$ cat src/rtl/if_id_stage_if.sv
`default_nettype none
// ============================================================================
// Module   : if_id_stage_if
// Brief    : Fetch-side, decode-side and flush signals of the IF/ID stage.
// Revision : 1.0
// ============================================================================
interface if_id_stage_if #(
    parameter int unsigned CNT_W = 16
);
    logic [31:0]      if_pc;
    logic [31:0]      if_instr;
    logic             if_valid;
    logic             if_ready;
    logic             IF_ID_flush;
    logic             id_stall;
    logic [31:0]      id_pc;
    logic [31:0]      id_instr;
    logic             id_valid;
    logic [CNT_W-1:0] squash_cnt;

    // Environment side: fetch, decode and flush controller together
    modport master (
        output if_pc, if_instr, if_valid, IF_ID_flush, id_stall,
        input  if_ready, id_pc, id_instr, id_valid, squash_cnt
    );

    modport slave (
        input  if_pc, if_instr, if_valid, IF_ID_flush, id_stall,
        output if_ready, id_pc, id_instr, id_valid, squash_cnt
    );
endinterface
`default_nettype wire

$ cat src/rtl/if_id_stage.sv
`default_nettype none
// ============================================================================
// Module   : if_id_stage
// Brief    : IF/ID pipeline register with flush, squash counter and an
//            optional one-entry skid buffer (enabled by macro IF_ID_SKID_EN).
// Revision : 1.0
// ============================================================================
module if_id_stage #(
    parameter logic [31:0] NOP_INSTR = 32'h00000013,
    parameter int unsigned CNT_W     = 16
) (
    input  wire logic     clk,
    input  wire logic     rst,
    if_id_stage_if.slave  bus
);

    localparam logic [1:0] c_ST_EMPTY = 2'd0;
    localparam logic [1:0] c_ST_FULL  = 2'd1;
`ifdef IF_ID_SKID_EN
    localparam logic [1:0] c_ST_SKID  = 2'd2;
`endif
    localparam logic [CNT_W+1:0] c_CNT_MAX = {2'b00, {CNT_W{1'b1}}};

    logic [1:0]       r_state;
    logic [1:0]       w_state_nxt;
    logic [31:0]      r_main_pc;
    logic [31:0]      r_main_instr;
    logic [CNT_W-1:0] r_cnt;

    logic             w_main_vld;
    logic             w_skid_vld;
    logic             w_if_ready;
    logic             w_xfer;
    logic             w_consume;
    logic             w_load_main_if;
    logic [1:0]       w_squash_inc;
    logic [CNT_W+1:0] w_cnt_sum;
    logic [CNT_W-1:0] w_cnt_sat;

`ifdef IF_ID_SKID_EN
    logic [31:0]      r_skid_pc;
    logic [31:0]      r_skid_instr;
    logic             r_if_ready;
    logic             w_load_skid;
    logic             w_load_main_skid;
`endif

    assign w_main_vld = (r_state != c_ST_EMPTY);
`ifdef IF_ID_SKID_EN
    assign w_skid_vld = (r_state == c_ST_SKID);
`else
    assign w_skid_vld = 1'b0;
`endif

    assign w_xfer    = bus.if_valid & w_if_ready;
    assign w_consume = w_main_vld & ~bus.id_stall;

    // ------------------------------------------------------------------------
    // State register
    // ------------------------------------------------------------------------
    always_ff @(posedge clk or posedge rst) begin
        if (rst) begin
            r_state <= c_ST_EMPTY;
        end else begin
            r_state <= w_state_nxt;
        end
    end

    // ------------------------------------------------------------------------
    // Next-state and register-load decode
    // ------------------------------------------------------------------------
    always_comb begin
        w_state_nxt      = r_state;
        w_load_main_if   = 1'b0;
`ifdef IF_ID_SKID_EN
        w_load_skid      = 1'b0;
        w_load_main_skid = 1'b0;
`endif
        if (bus.IF_ID_flush) begin
            w_state_nxt = c_ST_EMPTY;
        end else begin
            case (r_state)
                c_ST_EMPTY: begin
                    if (w_xfer) begin
                        w_state_nxt    = c_ST_FULL;
                        w_load_main_if = 1'b1;
                    end
                end
                c_ST_FULL: begin
                    if (w_consume) begin
                        // A simultaneous transfer replaces the entry without a bubble
                        if (w_xfer) begin
                            w_load_main_if = 1'b1;
                        end else begin
                            w_state_nxt = c_ST_EMPTY;
                        end
                    end
`ifdef IF_ID_SKID_EN
                    else if (w_xfer) begin
                        w_state_nxt = c_ST_SKID;
                        w_load_skid = 1'b1;
                    end
`endif
                end
`ifdef IF_ID_SKID_EN
                c_ST_SKID: begin
                    if (w_consume) begin
                        w_state_nxt      = c_ST_FULL;
                        w_load_main_skid = 1'b1;
                    end
                end
`endif
                default: begin
                    w_state_nxt = c_ST_EMPTY;
                end
            endcase
        end
    end

    // ------------------------------------------------------------------------
    // Outputs
    // ------------------------------------------------------------------------
    always_comb begin
        bus.id_valid = w_main_vld;
        bus.id_instr = w_main_vld ? r_main_instr : NOP_INSTR;
`ifdef IF_ID_SKID_EN
        w_if_ready   = r_if_ready | bus.IF_ID_flush;
`else
        w_if_ready   = ~(w_main_vld & bus.id_stall) | bus.IF_ID_flush;
`endif
        bus.if_ready = w_if_ready;
    end

    assign bus.id_pc      = r_main_pc;
    assign bus.squash_cnt = r_cnt;

    // ------------------------------------------------------------------------
    // Datapath registers
    // ------------------------------------------------------------------------
    always_ff @(posedge clk or posedge rst) begin
        if (rst) begin
            r_main_pc    <= 32'd0;
            r_main_instr <= NOP_INSTR;
        end else if (w_load_main_if) begin
            r_main_pc    <= bus.if_pc;
            r_main_instr <= bus.if_instr;
        end
`ifdef IF_ID_SKID_EN
        else if (w_load_main_skid) begin
            r_main_pc    <= r_skid_pc;
            r_main_instr <= r_skid_instr;
        end
`endif
    end

`ifdef IF_ID_SKID_EN
    always_ff @(posedge clk or posedge rst) begin
        if (rst) begin
            r_skid_pc    <= 32'd0;
            r_skid_instr <= NOP_INSTR;
            r_if_ready   <= 1'b1;
        end else begin
            if (w_load_skid) begin
                r_skid_pc    <= bus.if_pc;
                r_skid_instr <= bus.if_instr;
            end
            // Back-pressure is taken from the registered skid occupancy
            r_if_ready <= (w_state_nxt != c_ST_SKID);
        end
    end
`endif

    // ------------------------------------------------------------------------
    // Saturating squash counter
    // ------------------------------------------------------------------------
    assign w_squash_inc = {1'b0, w_main_vld} + {1'b0, w_skid_vld} + {1'b0, w_xfer};
    assign w_cnt_sum    = {2'b00, r_cnt} + {{CNT_W{1'b0}}, w_squash_inc};
    assign w_cnt_sat    = (w_cnt_sum > c_CNT_MAX) ? {CNT_W{1'b1}} : w_cnt_sum[CNT_W-1:0];

    always_ff @(posedge clk or posedge rst) begin
        if (rst) begin
            r_cnt <= {CNT_W{1'b0}};
        end else if (bus.IF_ID_flush) begin
            r_cnt <= w_cnt_sat;
        end
    end

endmodule
`default_nettype wire

$ cat src/flat_wrapper.sv
// flat-port wrapper written by rule: the top's interface ports become plain ports
module if_id_stage_flat 
#(
    parameter logic [31:0] NOP_INSTR = 32'h00000013,
    parameter int unsigned CNT_W     = 16
)
  (clk, rst, bus_if_pc, bus_if_instr, bus_if_valid, bus_IF_ID_flush, bus_id_stall, bus_if_ready, bus_id_pc, bus_id_instr, bus_id_valid, bus_squash_cnt);
  if_id_stage_if #(.CNT_W(CNT_W)) bus_i ();
  input  wire logic clk;
  input  wire logic rst;
  input wire logic [$bits(bus_i.if_pc)-1:0] bus_if_pc;
  input wire logic [$bits(bus_i.if_instr)-1:0] bus_if_instr;
  input wire logic [$bits(bus_i.if_valid)-1:0] bus_if_valid;
  input wire logic [$bits(bus_i.IF_ID_flush)-1:0] bus_IF_ID_flush;
  input wire logic [$bits(bus_i.id_stall)-1:0] bus_id_stall;
  output wire logic [$bits(bus_i.if_ready)-1:0] bus_if_ready;
  output wire logic [$bits(bus_i.id_pc)-1:0] bus_id_pc;
  output wire logic [$bits(bus_i.id_instr)-1:0] bus_id_instr;
  output wire logic [$bits(bus_i.id_valid)-1:0] bus_id_valid;
  output wire logic [$bits(bus_i.squash_cnt)-1:0] bus_squash_cnt;
  assign bus_i.if_pc = bus_if_pc;
  assign bus_i.if_instr = bus_if_instr;
  assign bus_i.if_valid = bus_if_valid;
  assign bus_i.IF_ID_flush = bus_IF_ID_flush;
  assign bus_i.id_stall = bus_id_stall;
  assign bus_if_ready = bus_i.if_ready;
  assign bus_id_pc = bus_i.id_pc;
  assign bus_id_instr = bus_i.id_instr;
  assign bus_id_valid = bus_i.id_valid;
  assign bus_squash_cnt = bus_i.squash_cnt;
  if_id_stage #(.NOP_INSTR(NOP_INSTR), .CNT_W(CNT_W)) u_core (.clk(clk), .rst(rst), .bus(bus_i));
endmodule
$ cat config.mk
export PLATFORM = sky130hd
export DESIGN_NAME = if_id_stage_flat
export DESIGN_NICKNAME = d
export VERILOG_FILES = /design/src/rtl/if_id_stage_if.sv /design/src/rtl/if_id_stage.sv /design/src/flat_wrapper.sv
export SDC_FILE = /design/constraint.sdc
export NUM_CORES = 1
export LEC_CHECK = 0
export CORE_UTILIZATION = 47
export CTS_BUF_LIST = sky130_fd_sc_hd__clkbuf_2 sky130_fd_sc_hd__clkbuf_4 sky130_fd_sc_hd__clkbuf_8
export DETAILED_ROUTE_END_ITERATION = 8
export PLACE_DENSITY_LB_ADDON = 0.3
export SYNTH_ARGS = -nofsm -noshare
export SYNTH_HDL_FRONTEND = slang
export SYNTH_SLANG_ARGS = --single-unit
$ cat constraint.sdc
create_clock -name clk -period 4.5 [get_ports clk]
set_input_delay 1.125 -clock clk [delete_from_list [all_inputs] [get_ports clk]]
set_output_delay 1.125 -clock clk [all_outputs]
set_load 0.02 [all_outputs]
==> impl_metrics.toml, run 1 <==
[timing]
setup_tns_ps = 0
relSlewSlack_pct = 27.7
rsz0062_at_grt = "no"
fin_skew_ps = 5.48
fin_crit_sh_pct = 83.3
finalSetupViolations = 0
worst_pin_slew_ps = 1080
period_minus_slack_ps = 3750
whs_ps = 498
slew_viol_final = 0
hold_viol = 0
fmax_mhz = 267

[worst_setup_path]
r2r-start = "u_core.r_state[0]"
r2r-end = "u_core.bus.squash_cnt[2]"
endpoint = "bus_if_ready"
ff2ff_path_depth = 10
worstPathMaxFanout = 10
critPathKind = "input pin to primary output"
crit_path_end_kind = "primary output"
arrival_ps = 2620
reg2reg_slack_ps = 1870
critPathRequiredTime_ps = 3380
startpoint = "bus_IF_ID_flush"
start_kind = "input pin"

[cts]
cts_resized = 0
insertion_delay_ps = 330
cts_hold_buffers = 0
cts_tree = "built"
clockRootBuffer = "clkbuf_8"
max-clock-path-buffers = 2
path_clk_slew_ps = 70
clock_sinks = 81
cts_made_buffers = 9
post_cts_buffers = 0
cts_htree_levels = 3

[logic_synthesis]
synth-xor-area-share_pct = 2.51
avgSynthCellArea_um2 = 13.3
syn_area_um2 = 3500
ys_types = 34
synth_nets = 333
synth_largest_area_cell = "dfrtp_1"
synthArstFlopShare_pct = 100
ys_top_cells_by_area = "dfrtp_1 56%, mux2_2 21%, and2_1 5.2%"
ys_seq_area_share_pct = 58.1
synth_top_area_share_pct = 55.8
synth_top_family_by_area = "multiplexers"
synthCells = 262
synth-seq-cells = 81
muxShareOfSynthArea_pct = 21.3
synth_ff_type = "dfrtp_1"
synth_edf_count = 0
yosys_warnings = 0
yosys.area_share.simple_pct = 12.8
synth_fa_ha_area_share_pct = 0.931
synth_compound_area_share_pct = 1.40

[power]
irDropWorstVdd_mv = 0.233
power_leakage_nw = 2.25
power.total_mw = 2.14
powerDensity_nw_per_um2 = 405

[floorplan]
die_y_um = 88.2
row_count = 31
die_area_um2 = 7790
start_util_pct = 48.5
io_pins = 151
fp.dieW_um = 88.2
core_um2 = 7210

[routing]
drt_first_pass_iters = 5
num_vias = 2525
drc = 0
routedWlPerCell_um = 15.1
drt-vias-per-instance = 4.88
drtIter0Drc = 81
ant_nets = 0
totalWireLength_um = 7800

[outcome]
status = "completed"

[min_path]
hold_class = "flip-flop to flip-flop"
whs_path_depth = 1

[final_layout]
multi_input_area_um2 = 1360
filler_cell_count = 532
final_util_pct = 73.3
final_cell_mix = "150 x clkdlybuf4s50_1, 78 x dfrtp_1, 64 x mux2_2"
num_antenna_cells = 0
layout-drive-gt1-share_pct = 22.0
layout_commonest_cell = "clkdlybuf4s50_1"
regArea_um2 = 2030
area_delta_synth_final_pct = 51.2
nets = 485

[global_route]
first_global_vias = 2525
grt_use_total_pct = 20.1
overflow = 0
grt_max_degree = 65
antenna_found_initial = 0
grt_pass1_wl_um = 11900

[placed_design]
io_buffer_count = 150
hpwlAfterDp_um = 5590
place.gp.congestion = 0.855

[flow_run]
max_cap_viol_count = 0
worst max-delay path: stages:
cell and delay (ps):
clkdlybuf4s50_1 570, or2_2 380, clkdlybuf4s50_1 550
cells by family (layout without fill, tap and decap cells):
family / Yosys count / after routing
XOR/XNOR: 10 / 10
multiplexers: 66 / 66
adder cells (fa/ha/maj): 2 / 2
AND/OR/NAND/NOR: 76 / 76
AO/OA/AOI/OAI: 8 / 8
flip-flops: 81 / 81
buffers and inverters: 19 / 175
area by class of cell:
cell class	instances	area share [%]
tap	99	2.34
clock buffer	12	2.89
inverter	7	0.521
multi-input combinational	162	25.8
sequential	81	38.4
clock inverter	3	1.23
timing repair buffer	153	28.8
through the flow:
stage	setup slack [ps]	cells	cell area [um^2]
floorplan	1300	262	3500
global placement	778	502	5070
detailed placement	753	502	5070
CTS	750	517	5290
global route	692	517	5290
finish	751	517	5290
Yosys cell counts, types with 2 or more instances:
| cell type | number |
|---|---|
| nor4_1 | 3 |
| inv_1 | 7 |
| nand3_1 | 4 |
| nor3_1 | 3 |
| xnor2_1 | 8 |
| mux2_2 | 64 |
| a21oi_1 | 2 |
| xor2_1 | 2 |
| a41oi_1 | 2 |
| and2_1 | 29 |
| nand2b_1 | 3 |
| nand2_1 | 20 |
| nand4_1 | 2 |
| o21ai_0 | 3 |
| buf_4 | 6 |
| nor2_1 | 3 |
| and3_1 | 2 |
| clkbuf_1 | 4 |
| dfstp_2 | 3 |
| dfrtp_1 | 78 |
power breakdown:
group / internal (mW) / switching, mW / leakage [nW] / total (mW)
Sequential: 0.857 / 0.0899 / 0.972 / 0.947
Clock: 0.337 / 0.241 / 0.113 / 0.578
Combinational: 0.342 / 0.272 / 1.16 / 0.615
Total: 1.54 / 0.604 / 2.25 / 2.14
state kept, by name (all words and copies together), names as in the netlist:
| signal | flops |
|---|---|
| u_core.bus.id_pc | 32 |
| u_core.bus.squash_cnt | 16 |
| u_core.r_main_instr | 32 |
| u_core.r_state | 1 |
metal layers:
layer  GRT usage (%)  up-vias  routed length (um)
met5               0        -                   0
met4            9.68        0                 217
met3            4.01       19                 434
met2            33.8       90                3910
met1            25.0     1227                3230
li1                -     1189                   -
worst min-delay path by stage:
| stage | start | endpoint | slack, ps |
|---|---|---|---|
| finish | u_core.r_main_instr[13] | u_core.r_main_instr[13] | 500 |
| global route | u_core.r_main_instr[11] | u_core.r_main_instr[11] | 510 |
| CTS | u_core.r_main_instr[6] | u_core.r_main_instr[6] | 500 |
| detailed placement | u_core.r_main_instr[6] | u_core.r_main_instr[6] | 480 |
| global placement | u_core.r_main_instr[16] | u_core.r_main_instr[16] | 480 |
| floorplan | u_core.r_main_instr[10] | u_core.r_main_instr[10] | 470 |
Power figures use the tool's default switching activity.
==> inputs of run 2 (changes only) <==
--- a/config.mk
+++ b/config.mk
@@ -5,7 +5,7 @@
 export SDC_FILE = /design/constraint.sdc
 export NUM_CORES = 1
 export LEC_CHECK = 0
-export CORE_UTILIZATION = 47
+export CORE_UTILIZATION = 39
 export CTS_BUF_LIST = sky130_fd_sc_hd__clkbuf_2 sky130_fd_sc_hd__clkbuf_4 sky130_fd_sc_hd__clkbuf_8
 export DETAILED_ROUTE_END_ITERATION = 8
 export PLACE_DENSITY_LB_ADDON = 0.3
==> constraint.sdc (replaced) <==
create_clock -name clk -period 3.1 [get_ports clk]
set_input_delay 0.775 -clock clk [delete_from_list [all_inputs] [get_ports clk]]
set_output_delay 0.775 -clock clk [all_outputs]
set_load 0.02 [all_outputs]
==> run 2 against run 1 <==
Compared with the run above:
- final cell count up 2.5%
- combinational power up 45%
- core utilization shrank 11 points
- total power rose by 48%
- clock-buffer cell count down 1
- design area rose by 1.5%
- largest cell class unchanged
- clock skew grew 6.1 ps
- hold slack gained 3.5 ps
- critical path depth grew 1
- routed wire length decreased by 0.46%
- via count down 0.71%
- critical endpoint unchanged
==> impl_metrics.toml, run 2 (synthesis gave the netlist of run 1 again) <==
[timing]
finalSetupViolations = 0
worst_pin_slew_ps = 427
slew_viol_final = 0
period_minus_slack_ps = 2990
rsz0062_at_grt = "no"
fin_crit_sh_pct = 96.4
hold_viol = 0
setup_ws_ps = 112
fin_skew_ps = 11.6
relSlewSlack_pct = 71.5
fmax_mhz = 335
setup_tns_ps = 0

[routing]
totalWireLength_um = 7760
routedWlPerCell_um = 14.6
drt_first_pass_iters = 4
num_vias = 2507
drt-vias-per-instance = 4.73
ant_nets = 0
drc = 0
drtIter0Drc = 51

[worst_setup_path]
crit_path_end_kind = "primary output"
critPathKind = "input pin to primary output"
start_kind = "input pin"
arrival_ps = 2210
reg2reg_slack_ps = 640
worstPathMaxFanout = 3
critPathRequiredTime_ps = 2320

[cts]
post_cts_buffers = 0
clockRootBuffer = "clkbuf_8"
max-clock-path-buffers = 2
cts_htree_levels = 3
clock_sinks = 81
cts_hold_buffers = 0
cts_tree = "built"
insertion_delay_ps = 350
path_clk_slew_ps = 80
cts_resized = 0
cts_made_buffers = 9

[power]
power.total_mw = 3.16
irDropWorstVdd_mv = 0.360
power_leakage_nw = 2.28
powerDensity_nw_per_um2 = 589

[global_route]
first_global_vias = 2546
grt_pass1_wl_um = 13000
grt_use_total_pct = 17.6
grt_max_degree = 82
overflow = 0
antenna_found_initial = 0

[outcome]
status = "completed"

[final_layout]
num_antenna_cells = 0
area_delta_synth_final_pct = 53.5
final_cell_mix = "150 x clkdlybuf4s50_1, 78 x dfrtp_1, 64 x mux2_2"
layout_commonest_cell = "clkdlybuf4s50_1"
final_util_pct = 61.8
nets = 488
layout-drive-gt1-share_pct = 22.7

[placed_design]
io_buffer_count = 150
place_ws_ps = 41.5
place.gp.congestion = 0.845
hpwlAfterDp_um = 5500

[flow_run]
max_cap_viol_count = 0

[floorplan]
die_y_um = 96.7
row_count = 34
fp.dieW_um = 96.7
start_util_pct = 40.3
die_area_um2 = 9350
io_pins = 151
core_um2 = 8680

[min_path]
hold_class = "flip-flop to flip-flop"
[run 2: through the flow]
step	instances	cell area (um^2)	hold WS [ps]
3_5_place_dp	514	5130	484
4_1_cts	530	5370	503
6_report	530	5370	501
3_3_place_gp	514	5130	478
5_1_grt	530	5370	521
2_1_floorplan	262	3500	470
[run 2: worst max-delay path: stages]
cell,delay [ps]
clkdlybuf4s50_1,460
nand2_1,80
or2_2,320
clkdlybuf4s50_1,580
[run 2: worst paths after layout]
check | to | cells past startpoint | start
min in group asynchronous | u_core.r_main_instr[8] | 3 | rst
max in group asynchronous | u_core.r_main_instr[1] | 3 | rst
worst min register to register | u_core.r_main_instr[11] | 1 | u_core.r_main_instr[11]
worst max-delay path | bus_if_ready | 4 | bus_id_stall
worst min-delay path | u_core.r_main_instr[11] | 1 | u_core.r_main_instr[11]
worst max register to register | u_core.bus.squash_cnt[12] | 10 | u_core.r_state[0]
[run 2: cell type report]
cell class                      count  area [um^2]
Inverter                            7         27.5
Sequential cell                    81         2030
Tap cell                          108          135
Timing Repair Buffer              156         1570
Clock inverter                      5         86.3
Multi-Input combinational cell    162         1360
Fill cell                         700         3310
Clock buffer                       11          151
[run 2: layer usage]
metal / up-vias / track usage [%] / wire (um)
li1: 1199 / - / -
met1: 1205 / 23.2 / 3460
met2: 90 / 27.1 / 3680
met3: 13 / 4.55 / 438
met4: 0 / 8.04 / 176
met5: - / 0 / 0
[run 2: power by group]
group | total, mW | switching (mW) | internal, mW
logic | 0.894 | 0.393 | 0.501
registers | 1.37 | 0.131 | 1.24
clock network | 0.891 | 0.388 | 0.503
==> inputs of run 3 (changes only) <==
--- a/config.mk
+++ b/config.mk
@@ -9,6 +9,7 @@
 export CTS_BUF_LIST = sky130_fd_sc_hd__clkbuf_2 sky130_fd_sc_hd__clkbuf_4 sky130_fd_sc_hd__clkbuf_8
 export DETAILED_ROUTE_END_ITERATION = 8
 export PLACE_DENSITY_LB_ADDON = 0.3
+export RECOVER_POWER = 100
 export SYNTH_ARGS = -nofsm -noshare
 export SYNTH_HDL_FRONTEND = slang
 export SYNTH_SLANG_ARGS = --single-unit
==> run 3 against run 2 <==
Compared with the run above:
- register-to-register slack got worse by 130 ps
- the run now ends with capacitance limit, slew limit left
- critical path type unchanged
- clock skew fell by 3.2 ps
- routed wire length fell by 0.10%
- via count fell by 0.12%
- hold slack barely moved
- global-route usage did not move
- sequential share of layout area rose by 0.36 points
- total power fell by 2.1%
- highest routed layer unchanged
- setup slack got worse by 7.4 ps
==> impl_metrics.toml, run 3 (synthesis gave the netlist of run 1 again) <==
[global_route]
grt_pass1_wl_um = 13000
grt_max_degree = 82
first_global_vias = 2546
grt_use_total_pct = 17.6
antenna_found_initial = 0
overflow = 0

[flow_run]
max_cap_viol_count = 1

[worst_setup_path]
arrival_ps = 2220
start_kind = "input pin"
critPathRequiredTime_ps = 2320
worstPathMaxFanout = 2
critPathKind = "input pin to primary output"
crit_path_end_kind = "primary output"
reg2reg_slack_ps = 510

[timing]
fmax_mhz = 334
period_minus_slack_ps = 3000
fin_skew_ps = 8.45
rsz0062_at_grt = "no"
worst_pin_slew_ps = 1760
fin_crit_sh_pct = 96.6
setup_tns_ps = 0
slew_viol_final = 82
hold_viol = 0
finalSetupViolations = 0
relSlewSlack_pct = -17.6

[outcome]
failed_checks = "capacitance limit, slew limit"
status = "complete, but fails checks"

[final_layout]
final_cell_mix = "83 x dlygate4sd3_1, 78 x dfrtp_1, 67 x clkdlybuf4s50_1"
nets = 488
area_delta_synth_final_pct = 52.0
num_antenna_cells = 0
layout-drive-gt1-share_pct = 21.8
final_util_pct = 61.2
layout_commonest_cell = "dlygate4sd3_1"
filler_cell_count = 708

[routing]
drtIter0Drc = 47
drc = 0
drt_first_pass_iters = 4
routedWlPerCell_um = 14.6
num_vias = 2504
drt-vias-per-instance = 4.72
totalWireLength_um = 7750
ant_nets = 0

[power]
irDropWorstVdd_mv = 0.347
powerDensity_nw_per_um2 = 582
power_leakage_nw = 2.37

[cts]
post_cts_buffers = 0
cts_htree_levels = 3
cts_resized = 0
cts_tree = "built"
clockRootBuffer = "clkbuf_8"
max-clock-path-buffers = 2
path_clk_slew_ps = 80
clock_sinks = 81
insertion_delay_ps = 350
cts_made_buffers = 9
cts_hold_buffers = 0

[placed_design]
hpwlAfterDp_um = 5500
io_buffer_count = 150
place.gp.congestion = 0.845

[floorplan]
io_pins = 151
die_y_um = 96.7
core_um2 = 8680
die_area_um2 = 9350
row_count = 34
start_util_pct = 40.3
fp.dieW_um = 96.7

[min_path]
hold_class = "flip-flop to flip-flop"
==> run 3: cell types whose count changed in the layout (fill, tap and decap cells not counted), sizes merged <==
cell           change
clkdlybuf4s50     -83
dlygate4sd3       +83
clkinv             -1
buf                -3
clkinvlp           +1
clkbuf             +3
==> run 3: final timing paths <==
path | from | end | cells past startpoint
setup / recovery | bus_IF_ID_flush | bus_if_ready | 3
max in group asynchronous | rst | u_core.r_main_instr[26] | 3
setup reg to reg | u_core.r_state[0] | u_core.bus.squash_cnt[9] | 11
hold reg to reg | u_core.r_main_instr[8] | u_core.r_main_instr[8] | 1
hold / removal | u_core.r_main_instr[8] | u_core.r_main_instr[8] | 1
min in group asynchronous | rst | u_core.r_main_instr[8] | 3
==> run 3: layout make-up <==
| type | count | area (um^2) | area share, % |
|---|---|---|---|
| clock buffers | 11 | 151 | 2.85 |
| clock inverters | 5 | 86.3 | 1.62 |
| inverters | 7 | 27.5 | 0.518 |
| multi-input cells | 162 | 1350 | 25.4 |
| flip-flops and latches | 81 | 2030 | 38.2 |
| well taps | 108 | 135 | 2.54 |
| repair buffers | 156 | 1540 | 28.9 |
==> run 3: where the power goes <==
part	switching (mW)	internal, mW
sequential	0.126	1.24
combinational	0.390	0.443
clock	0.386	0.503
==> run 3: worst max-delay path: stages <==
cell and delay, ps:
dlygate4sd3_1 540, or2_2 320, clkdlybuf4s50_1 580
==> run 3: metrics by stage <==
stage | cell area, um^2 | power (mW) | hold WS, ps | setup slack (ps) | std cells
2_1_floorplan | 3500 | 1.84 | 470 | 250 | 262
3_3_place_gp | 5130 | 2.28 | 478 | 96.5 | 514
3_5_place_dp | 5130 | 2.30 | 484 | 41.5 | 514
4_1_cts | 5370 | 3.20 | 503 | 105 | 530
5_1_grt | 5320 | 3.26 | 515 | 57.7 | 530
6_report | 5320 | 3.09 | 501 | 105 | 530
==> run 3: routing by layer <==
| layer | wire length (um) | global-route usage [%] |
|---|---|---|
| met1 | 3440 | 23.2 |
| met3 | 439 | 4.55 |
| met5 | 0 | 0 |
| met2 | 3690 | 27.1 |
| met4 | 176 | 8.04 |
